===== src/rtl/seq_detect_ctrl_if.sv =====
// Word handshake between a bus-side producer and the serial pattern detector.
// The producer drives valid/data; the controller answers with ready.
interface seq_detect_ctrl_if #(
    parameter int unsigned WORD_W = 8
);
    logic              in_valid;
    logic [WORD_W-1:0] in_data;
    logic              in_ready;

    modport master (output in_valid, output in_data, input in_ready);
    modport slave  (input in_valid, input in_data, output in_ready);
endinterface


===== src/rtl/seq_detect_ctrl.sv =====
// Serializes accepted words MSB-first into a programmable overlapping pattern
// detector, counts matches and raises a sticky threshold interrupt.
module seq_detect_ctrl #(
    parameter int unsigned WORD_W  = 8,
    parameter int unsigned PAT_MAX = 8,
    parameter int unsigned CNT_W   = 8
) (
    input  logic               clk,
    input  logic               rst,
    seq_detect_ctrl_if.slave   bus,
    input  logic               cfg_we,
    input  logic [PAT_MAX-1:0] cfg_pattern,
    input  logic [3:0]         cfg_len,
    input  logic [CNT_W-1:0]   cfg_thresh,
    input  logic               irq_clr,
    output logic               busy,
    output logic               match_pulse,
    output logic [CNT_W-1:0]   match_count,
    output logic               irq
);
    localparam int unsigned BC_W      = (WORD_W > 1) ? $clog2(WORD_W) : 1;
    localparam logic [3:0]  PAT_MAX_L = 4'(PAT_MAX);

    typedef enum logic {IDLE, SHIFT} state_t;

    state_t             state;
    logic [WORD_W-1:0]  word;
    logic [BC_W-1:0]    bit_cnt;
    logic [PAT_MAX-1:0] pattern;
    logic [PAT_MAX-1:0] history;
    logic [3:0]         len;
    logic [3:0]         fill;
    logic [CNT_W-1:0]   thresh;

    logic               accept;
    logic               cfg_ok;
    logic [3:0]         len_cfg;
    logic [PAT_MAX-1:0] hist_next;
    logic [3:0]         fill_next;
    logic [PAT_MAX-1:0] len_mask;
    logic               hit;
    logic [CNT_W-1:0]   cnt_base;
    logic [CNT_W-1:0]   cnt_next;
    logic               thresh_hit;

    // Ready on the last bit of a word as well, so consecutive words stream without a bubble
    assign bus.in_ready = !rst && (state == IDLE || bit_cnt == '0);
    assign accept       = bus.in_valid && bus.in_ready;
    assign cfg_ok       = cfg_we && (state == IDLE) && !accept;

    always_comb begin
        len_cfg    = cfg_len;
        if (cfg_len == 4'd0)
            len_cfg = 4'd1;
        else if (cfg_len > PAT_MAX_L)
            len_cfg = PAT_MAX_L;

        hist_next  = {history[PAT_MAX-2:0], word[bit_cnt]};
        fill_next  = (fill == PAT_MAX_L) ? fill : fill + 4'd1;
        len_mask   = ~({PAT_MAX{1'b1}} << len);
        hit        = (fill_next >= len) && (((hist_next ^ pattern) & len_mask) == '0);

        // A clear takes effect before a coincident pulse is counted
        cnt_base   = irq_clr ? '0 : match_count;
        cnt_next   = (match_pulse && cnt_base != '1) ? cnt_base + CNT_W'(1) : cnt_base;
        thresh_hit = match_pulse && (thresh != '0) && (cnt_next == thresh);
    end

    always_ff @(posedge clk) begin
        if (rst) begin
            state       <= IDLE;
            word        <= '0;
            bit_cnt     <= '0;
            pattern     <= '0;
            history     <= '0;
            len         <= 4'd1;
            fill        <= '0;
            thresh      <= '0;
            busy        <= 1'b0;
            match_pulse <= 1'b0;
            match_count <= '0;
            irq         <= 1'b0;
        end else begin
            match_pulse <= 1'b0;
            match_count <= cnt_next;
            irq         <= (irq && !irq_clr) || thresh_hit;

            if (cfg_ok) begin
                pattern <= cfg_pattern;
                len     <= len_cfg;
                thresh  <= cfg_thresh;
                history <= '0;
                fill    <= '0;
            end

            if (state == SHIFT) begin
                history     <= hist_next;
                fill        <= fill_next;
                match_pulse <= hit;
                if (bit_cnt != '0)
                    bit_cnt <= bit_cnt - BC_W'(1);
            end

            if (accept) begin
                word    <= bus.in_data;
                bit_cnt <= BC_W'(WORD_W - 1);
                state   <= SHIFT;
                busy    <= 1'b1;
            end else if (state == SHIFT && bit_cnt == '0) begin
                state <= IDLE;
                busy  <= 1'b0;
            end
        end
    end
endmodule


===== src/flat_wrapper.sv =====
// flat-port wrapper written by rule: the top's interface ports become plain ports
module seq_detect_ctrl_flat 
#(
    parameter int unsigned WORD_W  = 8,
    parameter int unsigned PAT_MAX = 8,
    parameter int unsigned CNT_W   = 8
)
  (clk, rst, cfg_we, cfg_pattern, cfg_len, cfg_thresh, irq_clr, busy, match_pulse, match_count, irq, bus_in_valid, bus_in_data, bus_in_ready);
  seq_detect_ctrl_if #(.WORD_W(WORD_W)) bus_i ();
  input  logic clk;
  input  logic rst;
  input  logic cfg_we;
  input  logic [PAT_MAX-1:0] cfg_pattern;
  input  logic [3:0] cfg_len;
  input  logic [CNT_W-1:0] cfg_thresh;
  input  logic irq_clr;
  output logic busy;
  output logic match_pulse;
  output logic [CNT_W-1:0] match_count;
  output logic irq;
  input wire logic [$bits(bus_i.in_valid)-1:0] bus_in_valid;
  input wire logic [$bits(bus_i.in_data)-1:0] bus_in_data;
  output wire logic [$bits(bus_i.in_ready)-1:0] bus_in_ready;
  assign bus_i.in_valid = bus_in_valid;
  assign bus_i.in_data = bus_in_data;
  assign bus_in_ready = bus_i.in_ready;
  seq_detect_ctrl #(.WORD_W(WORD_W), .PAT_MAX(PAT_MAX), .CNT_W(CNT_W)) u_core (.clk(clk), .rst(rst), .bus(bus_i), .cfg_we(cfg_we), .cfg_pattern(cfg_pattern), .cfg_len(cfg_len), .cfg_thresh(cfg_thresh), .irq_clr(irq_clr), .busy(busy), .match_pulse(match_pulse), .match_count(match_count), .irq(irq));
endmodule

===== config.mk =====
export PLATFORM = sky130hd
export DESIGN_NAME = seq_detect_ctrl_flat
export DESIGN_NICKNAME = d
export VERILOG_FILES = /design/src/rtl/seq_detect_ctrl_if.sv /design/src/rtl/seq_detect_ctrl.sv /design/src/flat_wrapper.sv
export SDC_FILE = /design/constraint.sdc
export NUM_CORES = 1
export LEC_CHECK = 0
export ABC_CLOCK_PERIOD_IN_PS = 5000
export CORE_ASPECT_RATIO = 1.4
export CORE_MARGIN = 2
export CORE_UTILIZATION = 35
export CTS_BUF_LIST = sky130_fd_sc_hd__clkbuf_4 sky130_fd_sc_hd__clkbuf_8 sky130_fd_sc_hd__clkbuf_16
export DETAILED_ROUTE_END_ITERATION = 7
export HOLD_SLACK_MARGIN = 0.12
export PLACE_DENSITY = 0.52
export SYNTH_ARGS = -nofsm -noshare
export SYNTH_HDL_FRONTEND = slang
export SYNTH_SLANG_ARGS = --single-unit

===== constraint.sdc =====
create_clock -name clk -period 5 [get_ports clk]
set_input_delay 0.75 -clock clk [delete_from_list [all_inputs] [get_ports clk]]
set_output_delay 0.75 -clock clk [all_outputs]
set_load 0.02 [all_outputs]

### Yosys cells after proc, flatten, opt, wreduce, memory -nomap -nowiden

Index checks and enable logic that the tools add are counted.

* register bits after elaboration: 53
* input bits: 33
* output and inout bits: 12
* word-level logic and storage cells: 67

* $add $sub $neg: 3
* $lt $le $gt $ge: 3
* equality and inequality tests: 3
* shift operators: 1
* muxes and demuxes: 16
* bitwise gates (word level): 4
* reduce and logical (&&, ||, !) cells: 26

Operator list (count)
* $mux W4: 5
* $mux W8: 2
* $mux W7: 2
* $logic_and A1 B1 Y1: 10
* $mux W3: 3
* $add A8 B1 Y8 const B: 1
* $and A8 B8 Y8: 1
* $eq A8 B8 Y1: 1
* $logic_not A8 Y1: 1
* $ne A8 B8 Y1 const B: 1
* $not A8 Y8: 1
* $reduce_bool A2 Y1: 4
* $reduce_bool A8 Y1: 1
* $shl A8 B4 Y8 const A: 1
* $xor A8 B8 Y8: 1
* $add A4 B1 Y4 const B: 1
* $eq A4 B4 Y1 const B: 1
* $ge A4 B4 Y1: 1
* $gt A4 B4 Y1 const B: 1
* $logic_not A4 Y1: 1
* $lt A3 B4 Y1 const B: 1
* $bmux W1 S3: 1
* $logic_not A1 Y1: 3
* $logic_not A3 Y1: 1
* 7 further kinds: 10

### Depth between registers and ports, before layout

Gate-level depths: netlist of the first run.

* word-level depth: 8
* gate-level depth with buffers: 12
* gate-level depth less buffers: 12

### Worst setup path after synthesis of the first run

No wires, ideal clock.

* kind: input port to flip-flop
* start point: in irq_clr
* end point: reg u_core.irq
* library setup time: 60 ps
* arrival: 2465 ps
* required time: 4940 ps
* slack: 2475 ps
* stages: 10
* buffers on the path: 1
* cells stage by stage: buf_2 -> nor2b_1 -> ha_1 -> nand2_1 -> xnor2_1 -> a41oi_2 -> xor2_1 -> o2111ai_1 -> a2111oi_2 -> a32o_1

* cells in the longest elaborated chain, start to end: 7
* elaborated cells on any way between the ends: 10
* those cells by class: add/sub (1); eq/ne (2); mux (2); reduce/logical (5)

RTL lines
* start: declaration: RTL line flat_wrapper.sv:16 `input logic irq_clr;`
* branches (longest 6 deep; another with $add A8 B1 Y8)
* $logic_or A1 B1 Y1 (*): RTL line seq_detect_ctrl.sv:86 `irq <= (irq && !irq_clr) || thresh_hit;`
* end signal: assignment: RTL line seq_detect_ctrl.sv:86
* end: declaration: RTL line seq_detect_ctrl.sv:19 `output logic irq`

Mark *: on every way between the ends.
A chain may end at the register's enable or synchronous reset.

### Worst setup path in the final report of the first run

Ends and elaborated chain as after synthesis.

==> flow_summary.toml, run 1 <==
[floorplanning]
fp.dieH_um = 108
fp.coreArea_um2 = 7410
die_w_um = 78.0
start_util = 0.362
dieArea_um2 = 8400
io_pins = 45
fp-row-count = 37

[sta]
worst_slack_ps = 1900
setup_tns_ps = 0
rsz0062_at_grt = "no"
period_share = 0.621
whs_ps = 473
skew_ps = 7.33
worst_pin_slew_ps = 874
drv_slew = 0
timing.fmax_ghz = 0.322
fin_crit_ps = 3100
hold_viol = 0
relSlewSlack = 0.415
setup_violations = 0

[cells_and_area]
area_growth_pct = 22.6
final_cells = 467
final_nets = 411
drive_gt1_frac = 0.0405
multi_input_area_um2 = 1510
seqCellArea_um2 = 1060
fin_area_um2 = 3290
num_antenna_cells = 0
final_core_util = 0.445
fill_cells = 785

[critical_path]
rrSetupSlack_ps = 2710
arrival_ps = 3350
path_cells = "clkdlybuf4s50_1, nor2b_1, ha_1, nand2_1, xnor2_1, a41oi_2, xor2_1, o2111ai_1, a2111oi_2, a32o_1"
worstSetupStartpointType = "input pin"
worstPathBufferInverterCount = 1
cpPeakStageDelay_ps = 670
critical_path.top_delay_family = "compound AO/OA/AOI/OAI gates"
cp_max_fo = 16
cp-end-kind = "flip-flop"
worstReg2RegEnd = "u_core.irq"
r2r.worst_path.cells = 9
crit_type = "in -> reg"
critical_path_required_ps = 5250
rr_startpoint = "u_core.match_count[1]"
slowest_stage = "clkdlybuf4s50_1"

[synth]
synth_edf_count = 0
synth.distinct_cells = 45
synth_top_cells_by_count = "nand2_1 (61), dfxtp_1 (53), a21oi_1 (32)"
syn_area_per_cell_um2 = 8.11
synthFlopType = "dfxtp_1"
yosys_warnings = 0
synth.area.top_cells = "dfxtp_1 (40%), nand2_1 (8.5%), a21oi_1 (6.0%)"
yosysMostFrequentCell = "nand2_1"
synth_top_area_cell = "dfxtp_1"
async_flop_share = 0
netlist.area_leader.share = 0.395
ys_seq_area_frac = 0.395
syn_nets = 373
netlist_area_um2 = 2690
synthCells = 331
synth_seq_cells = 53

[hold_path]
min_path_type = "reg -> reg"
hold_depth = 2
hold_start = "u_core.pattern[3]"
min_to = "u_core.pattern[3]"

[outcome]
outcome = "finished, final reports clean"

[cts]
htree_levels = 2
clk_path_buf_depth = 2
path_clk_slew_ps = 90
clock_sinks = 53
cts_tree = "yes"
cts_hold_buf = 0
cts_buffers = 5
insertion_delay_ps = 300
clockRootBuffer = "clkbuf_8"
cts_repair_resize_count = 0
post_cts_buffers = 0

[placed_design]
dp_hpwl_um = 4700
dp_cells = 459
dpl_worst_slack_ps = 1590
place_area_um2 = 3200
port_buffers = 44
gp_congestion = 0.843

[pwr]
power.total_mw = 0.848
p_leak_nw = 1.18
ir_worst_vdd_v = 0.000152
power_density_nw_per_um2 = 257

[detailed_routing]
drtPass1Iterations = 4
post_drt_wl_per_cell_um = 13.8
routed_wl_um = 6460
ant_nets = 0
drt_iter0_markers = 78
vias = 2380
via_per_inst = 5.10
drc_errors = 0

[flow_run]
cap_violations = 0

[global_routing]
grt_pass1_vias = 2325
gr-total-overflow = 0
grtUsageTotal = 0.166
antenna_found_initial = 0
grt_pass1_wl_um = 11200
grt_max_degree = 30
worst max-delay path by stage:
stage	from	endpoint	cells past startpoint
2_1_floorplan	irq_clr	u_core.irq	10
3_3_place_gp	irq_clr	u_core.irq	10
3_5_place_dp	irq_clr	u_core.irq	10
4_1_cts	rst	bus_in_ready	3
5_1_grt	irq_clr	u_core.irq	10
6_report	irq_clr	u_core.irq	10
power breakdown:
group	internal [mW]	switching [mW]	leakage [nW]
combinational	0.0676	0.0630	0.700
sequential	0.442	0.0223	0.433
clock	0.116	0.137	0.0498
sequential cells by signal (all words and copies together), names as in the netlist:
name / count
u_core.bit_cnt: 3
u_core.busy: 1
u_core.fill: 4
u_core.history: 7
u_core.irq: 1
u_core.len: 4
u_core.match_count: 8
u_core.match_pulse: 1
u_core.pattern: 8
u_core.thresh: 8
u_core.word: 8
routing by layer:
metal  routed length (um)  vias to the layer above  global-route usage  share of wire
met2                 3120                       53               0.289           0.48
met4                  155                        0              0.0602          0.024
met3                  220                       13              0.0252          0.034
met5                    0                        -                   0              0
li1                     -                     1227                   -              -
met1                 2970                     1087               0.206           0.46
area by class of cell:
type | instances | area share
timing repair buffer | 46 | 0.138
sequential | 53 | 0.322
clock buffer | 8 | 0.0277
inverter | 14 | 0.0160
tap | 97 | 0.0369
multi-input combinational | 249 | 0.459
layout by cell type (no fill, tap or decap), types with 4 or more instances in the layout:
cell type	count
a211oi_1	6
a21oi_1	32
a22o_1	10
clkbuf_8	5
clkdlybuf4s50_1	44
dfxtp_1	53
ha_1	9
inv_1	14
nand2_1	61
nand2b_1	11
nand3_1	6
nand3b_1	4
nor2_1	20
nor2b_1	4
nor3_1	9
nor4_1	4
o21ai_0	19
xnor2_1	14
xor2_1	4
logic make-up (layout without fill, tap and decap cells):
group	Yosys count	count (layout)	share of synthesized area
simple gates	137	137	0.248
buf+inv	29	68	0.0419
fa+ha+maj	9	9	0.0419
compound gates	81	81	0.190
xor+xnor	18	18	0.0587
flops	53	53	0.395
mux	4	4	0.0242
tightest hold or removal path: stages (launching register included):
cell	delay, ps
dfxtp_1	330
nand2_1	50
a21oi_1	50
Power figures use the tool's default switching activity.
==> inputs of run 2 (changes only) <==
Settings changed: ABC_CLOCK_PERIOD_IN_PS 5000 to 3100.
Clock period 5 ns to 3.1 ns, I/O delays scaled along.
==> flow_summary.toml, run 2 (same netlist as run 1, synthesis figures left out) <==
[outcome]
outcome = "finished, final reports clean"

[pwr]
clkPwrFrac = 0.291
pwr-share-seq = 0.550
internal_power_mw = 1.01
p_leak_nw = 1.22
pwr-share-comb = 0.159
power_density_nw_per_um2 = 407
swShare = 0.263
ir_worst_vdd_v = 0.000264
p_sw_mw = 0.359

[sta]
rsz0062_at_grt = "no"
timing.fmax_ghz = 0.396
setup_tns_ps = 0
relSlewSlack = 0.691
skew_ps = 7.69
hold_viol = 0
drv_slew = 0
period_share = 0.814
setup_violations = 0
fin_crit_ps = 2520
worst_pin_slew_ps = 463

[critical_path]
worstPathBufferInverterCount = 1
cp_max_fo = 5
worstSetupStartpointType = "input pin"
cpPeakStageDelay_ps = 480
crit_type = "in -> reg"
arrival_ps = 2780
path_cells = "clkdlybuf4s50_1, nor2b_1, ha_1, nand2_1, xnor2_1, a41oi_2, xor2_1, o2111ai_1, a2111oi_2, a32o_1"
critical_path.top_delay_family = "compound AO/OA/AOI/OAI gates"
cp-end-kind = "flip-flop"
slowest_stage = "clkdlybuf4s50_1"
critical_path_required_ps = 3350

[detailed_routing]
vias = 2397
ant_nets = 0
drc_errors = 0
drtPass1Iterations = 4
post_drt_wl_per_cell_um = 14.0
via_per_inst = 5.06
drt_iter0_markers = 86
routed_wl_um = 6650

[flow_run]
cap_violations = 0

[floorplanning]
fp.coreArea_um2 = 7410
fp-row-count = 37
dieArea_um2 = 8400
die_w_um = 78.0
fp.dieH_um = 108
start_util = 0.362
io_pins = 45

[cts]
cts_repair_resize_count = 0
cts_hold_buf = 0
clock_sinks = 53
cts_buffers = 5
insertion_delay_ps = 300
clockRootBuffer = "clkbuf_8"
cts_tree = "yes"
htree_levels = 2
post_cts_buffers = 0
clk_path_buf_depth = 2
path_clk_slew_ps = 100

[placed_design]
place_area_um2 = 3260
port_buffers = 44
dp_cells = 467
dp_hpwl_um = 5010
gp_congestion = 0.881

[global_routing]
grt_pass1_wl_um = 11500
grt_max_degree = 28
grt_pass1_vias = 2382
grtUsageTotal = 0.171
gr-total-overflow = 0
antenna_found_initial = 0

[cells_and_area]
final_cells = 474
drive_gt1_frac = 0.0584
layout_commonest_cell = "nand2_1"
area_growth_pct = 24.8
final_nets = 419
most-common-layout-cells = "nand2_1 (61), dfxtp_1 (53), clkdlybuf4s50_1 (44)"
fin_area_um2 = 3350
num_antenna_cells = 0

[hold_path]
min_path_type = "reg -> reg"
[run 2: cell count changes in the layout (fill, tap and decap cells not counted)]
cell / previous run / this run
buf_4: 2 / 10
clkbuf_8: 5 / 6
clkbuf_4: 3 / 0
clkinvlp_4: 0 / 1
[run 2: through the flow]
stage          worst slack [ps]  hold WS, ps  total power [mW]   util
6_report                    576          478              1.36  0.453
5_1_grt                     435          500              1.45  0.453
4_1_cts                     565          482              1.39  0.453
3_5_place_dp                255          466             0.987  0.440
3_3_place_gp                294          462             0.987  0.440
2_1_floorplan               860          446             0.887      -
[run 2: power groups by stage]
stage / Combinational, mW / Clock (mW) / Sequential (mW)
floorplan: 0.133 / 0 / 0.754
global placement: 0.221 / 0 / 0.766
detailed placement: 0.221 / 0 / 0.766
CTS: 0.222 / 0.420 / 0.750
global route: 0.247 / 0.447 / 0.756
finish: 0.218 / 0.397 / 0.750
[run 2: final timing paths]
path / cells after the start / to / slack (ps) / start
worst max-delay path: 10 / u_core.irq / 580 / irq_clr
worst max register to register: 9 / u_core.irq / 820 / u_core.match_count[1]
worst min register to register: 2 / u_core.pattern[7] / 480 / u_core.pattern[7]
worst min-delay path: 2 / u_core.pattern[7] / 480 / u_core.pattern[7]
[run 2: worst register-to-register path, delay by kind of cell, from the launching register on]
kind,cells,cell delay (ps)
AOI/OAI and AO/OA,4,910
xor gates and xnor gates,2,320
adders and majority gates,1,280
DFF,1,390
and+or+nand+nor,2,340
[run 2: layout make-up]
| cell class | instances | area, um^2 |
|---|---|---|
| clock buffer | 6 | 82.6 |
| sequential | 53 | 1060 |
| inverter | 14 | 52.6 |
| tap | 97 | 121 |
| multi-input combinational | 249 | 1510 |
| clock inverter | 1 | 7.51 |
| fill | 771 | 4060 |
| timing repair buffer | 54 | 515 |
[run 2: metal layers]
metal	wire length [um]	global-route usage	share of wire
met5	0	0	0
met4	120	0.0539	0.018
met3	163	0.0243	0.024
met2	3350	0.305	0.50
met1	3020	0.210	0.45
==> inputs of run 3 (changes only) <==
Settings changed: ABC_CLOCK_PERIOD_IN_PS 3100 to 2320, PLACE_DENSITY 0.52 to 0.55.
Clock period 3.1 ns to 2.32 ns, I/O delays scaled along.
==> flow_summary.toml, run 3 (same netlist as run 1, synthesis figures left out) <==
[global_routing]
grt_pass1_wl_um = 11800
grtUsageTotal = 0.176
grt_pass1_vias = 2487
grt_max_degree = 33
gr-total-overflow = 0
antenna_found_initial = 0

[critical_path]
crit_type = "reg -> out"
critical_path.top_delay_family = "buffers and inverters"
worstPathBufferInverterCount = 2
cp-end-kind = "primary output"
cpPeakStageDelay_ps = 540
arrival_ps = 1810
worstSetupStartpointType = "flip-flop"
slowest_stage = "clkdlybuf4s50_1"
critical_path_required_ps = 1970
cp_max_fo = 4
path_cells = "inv_1, ha_1, a21boi_1, nor2_1, clkdlybuf4s50_1"

[hold_path]
min_path_type = "reg -> reg"

[pwr]
internal_power_mw = 1.39
pwr-share-comb = 0.163
p_leak_nw = 1.36
swShare = 0.261
power.total_mw = 1.88
clkPwrFrac = 0.303
pwr-share-seq = 0.533
power_density_nw_per_um2 = 528
ir_worst_vdd_v = 0.000265
p_sw_mw = 0.489

[floorplanning]
fp.dieH_um = 108
io_pins = 45
die_w_um = 78.0
start_util = 0.362
fp-row-count = 37
fp.coreArea_um2 = 7410
dieArea_um2 = 8400

[placed_design]
port_buffers = 44
dp_hpwl_um = 5300
gp_congestion = 0.867
place_area_um2 = 3400

[sta]
relSlewSlack = 0.746
worst_pin_slew_ps = 380
hold_viol = 0
skew_ps = 3.84
setup_violations = 0
rsz0062_at_grt = "no"
timing.fmax_ghz = 0.464
drv_slew = 0
period_share = 0.928
whs_ps = 474
fin_crit_ps = 2150

[cts]
clock_sinks = 53
htree_levels = 2
cts_tree = "yes"
clk_path_buf_depth = 2
cts_buffers = 5
clockRootBuffer = "clkbuf_8"
path_clk_slew_ps = 90
insertion_delay_ps = 300
cts_hold_buf = 0

[detailed_routing]
route.met2.wl_um = 3430
routed_wl_um = 6870
ant_nets = 0
drtPass1Iterations = 4
drc_errors = 0
drt_iter0_markers = 113
post_drt_wl_per_cell_um = 13.7
via_per_inst = 4.99
highest_layer = "met4"
drt-met1-wl_um = 3030
vias = 2493
route.met3.wl_um = 185

[cells_and_area]
final_nets = 444
most-common-layout-cells = "nand2_1 (61), dfxtp_1 (51), clkdlybuf4s50_1 (43)"
area_growth_pct = 32.3
fin_area_um2 = 3550
layout_commonest_cell = "nand2_1"
num_antenna_cells = 0
drive_gt1_frac = 0.124

[outcome]
outcome = "finished, final reports clean"

[flow_run]
cap_violations = 0
-- run 3: worst paths after layout --
| path | from | end | slack (ps) | cells after the start |
|---|---|---|---|---|
| setup reg to reg | u_core.fill[0] | u_core.match_pulse | 190 | 12 |
| hold / removal | u_core.pattern[2] | u_core.pattern[2] | 470 | 2 |
| hold reg to reg | u_core.pattern[2] | u_core.pattern[2] | 470 | 2 |
| setup / recovery | u_core.bit_cnt[1] | bus_in_ready | 170 | 5 |
-- run 3: what timing repair did --
action,4_1_cts,5_1_grt
setup endpoints to repair,1,2
setup buffers,6,0
gates resized for setup,1,2
-- run 3: worst register-to-register path, delay by kind of cell, from the launching register on --
family / cells / cell delay, ps
AND/OR/NAND/NOR: 3 / 410
XOR/XNOR: 1 / 140
buffers and inverters: 1 / 70
adder cells (fa/ha/maj): 2 / 430
AO/OA/AOI/OAI: 5 / 590
flip-flops: 1 / 380
-- run 3: routing by layer --
layer,up-vias,track usage
li1,1291,-
met1,1144,0.210
met2,43,0.317
met3,15,0.0268
met4,0,0.0677
met5,-,0
-- run 3: final cells by class --
cell class              instances  area, um^2
inverters                      14        52.6
well taps                      97         121
fillers                       753        3850
clock buffers                   7        96.3
flip-flops and latches         53        1060
multi-input cells             249        1510
clock inverters                 1        5.00
repair buffers                 79         702
-- run 3: stage by stage --
stage                     TNS [ps]  setup slack, ps  utilization  instances
final                            0              167        0.480        500
after detailed placement      -341             -334        0.460        486
after global routing             0             37.3        0.480        500
after floorplan                  0              197            -        331
after CTS                        0             63.8        0.479        500
after global placement        -307             -305        0.460        486
-- run 3: power groups by stage --
stage | logic [mW] | clock network [mW] | registers, mW
global route | 0.344 | 0.629 | 1.01
global placement | 0.306 | 0 | 1.02
detailed placement | 0.309 | 0 | 1.02
floorplan | 0.178 | 0 | 1.01
finish | 0.306 | 0.569 | 1.00
CTS | 0.310 | 0.588 | 0.999
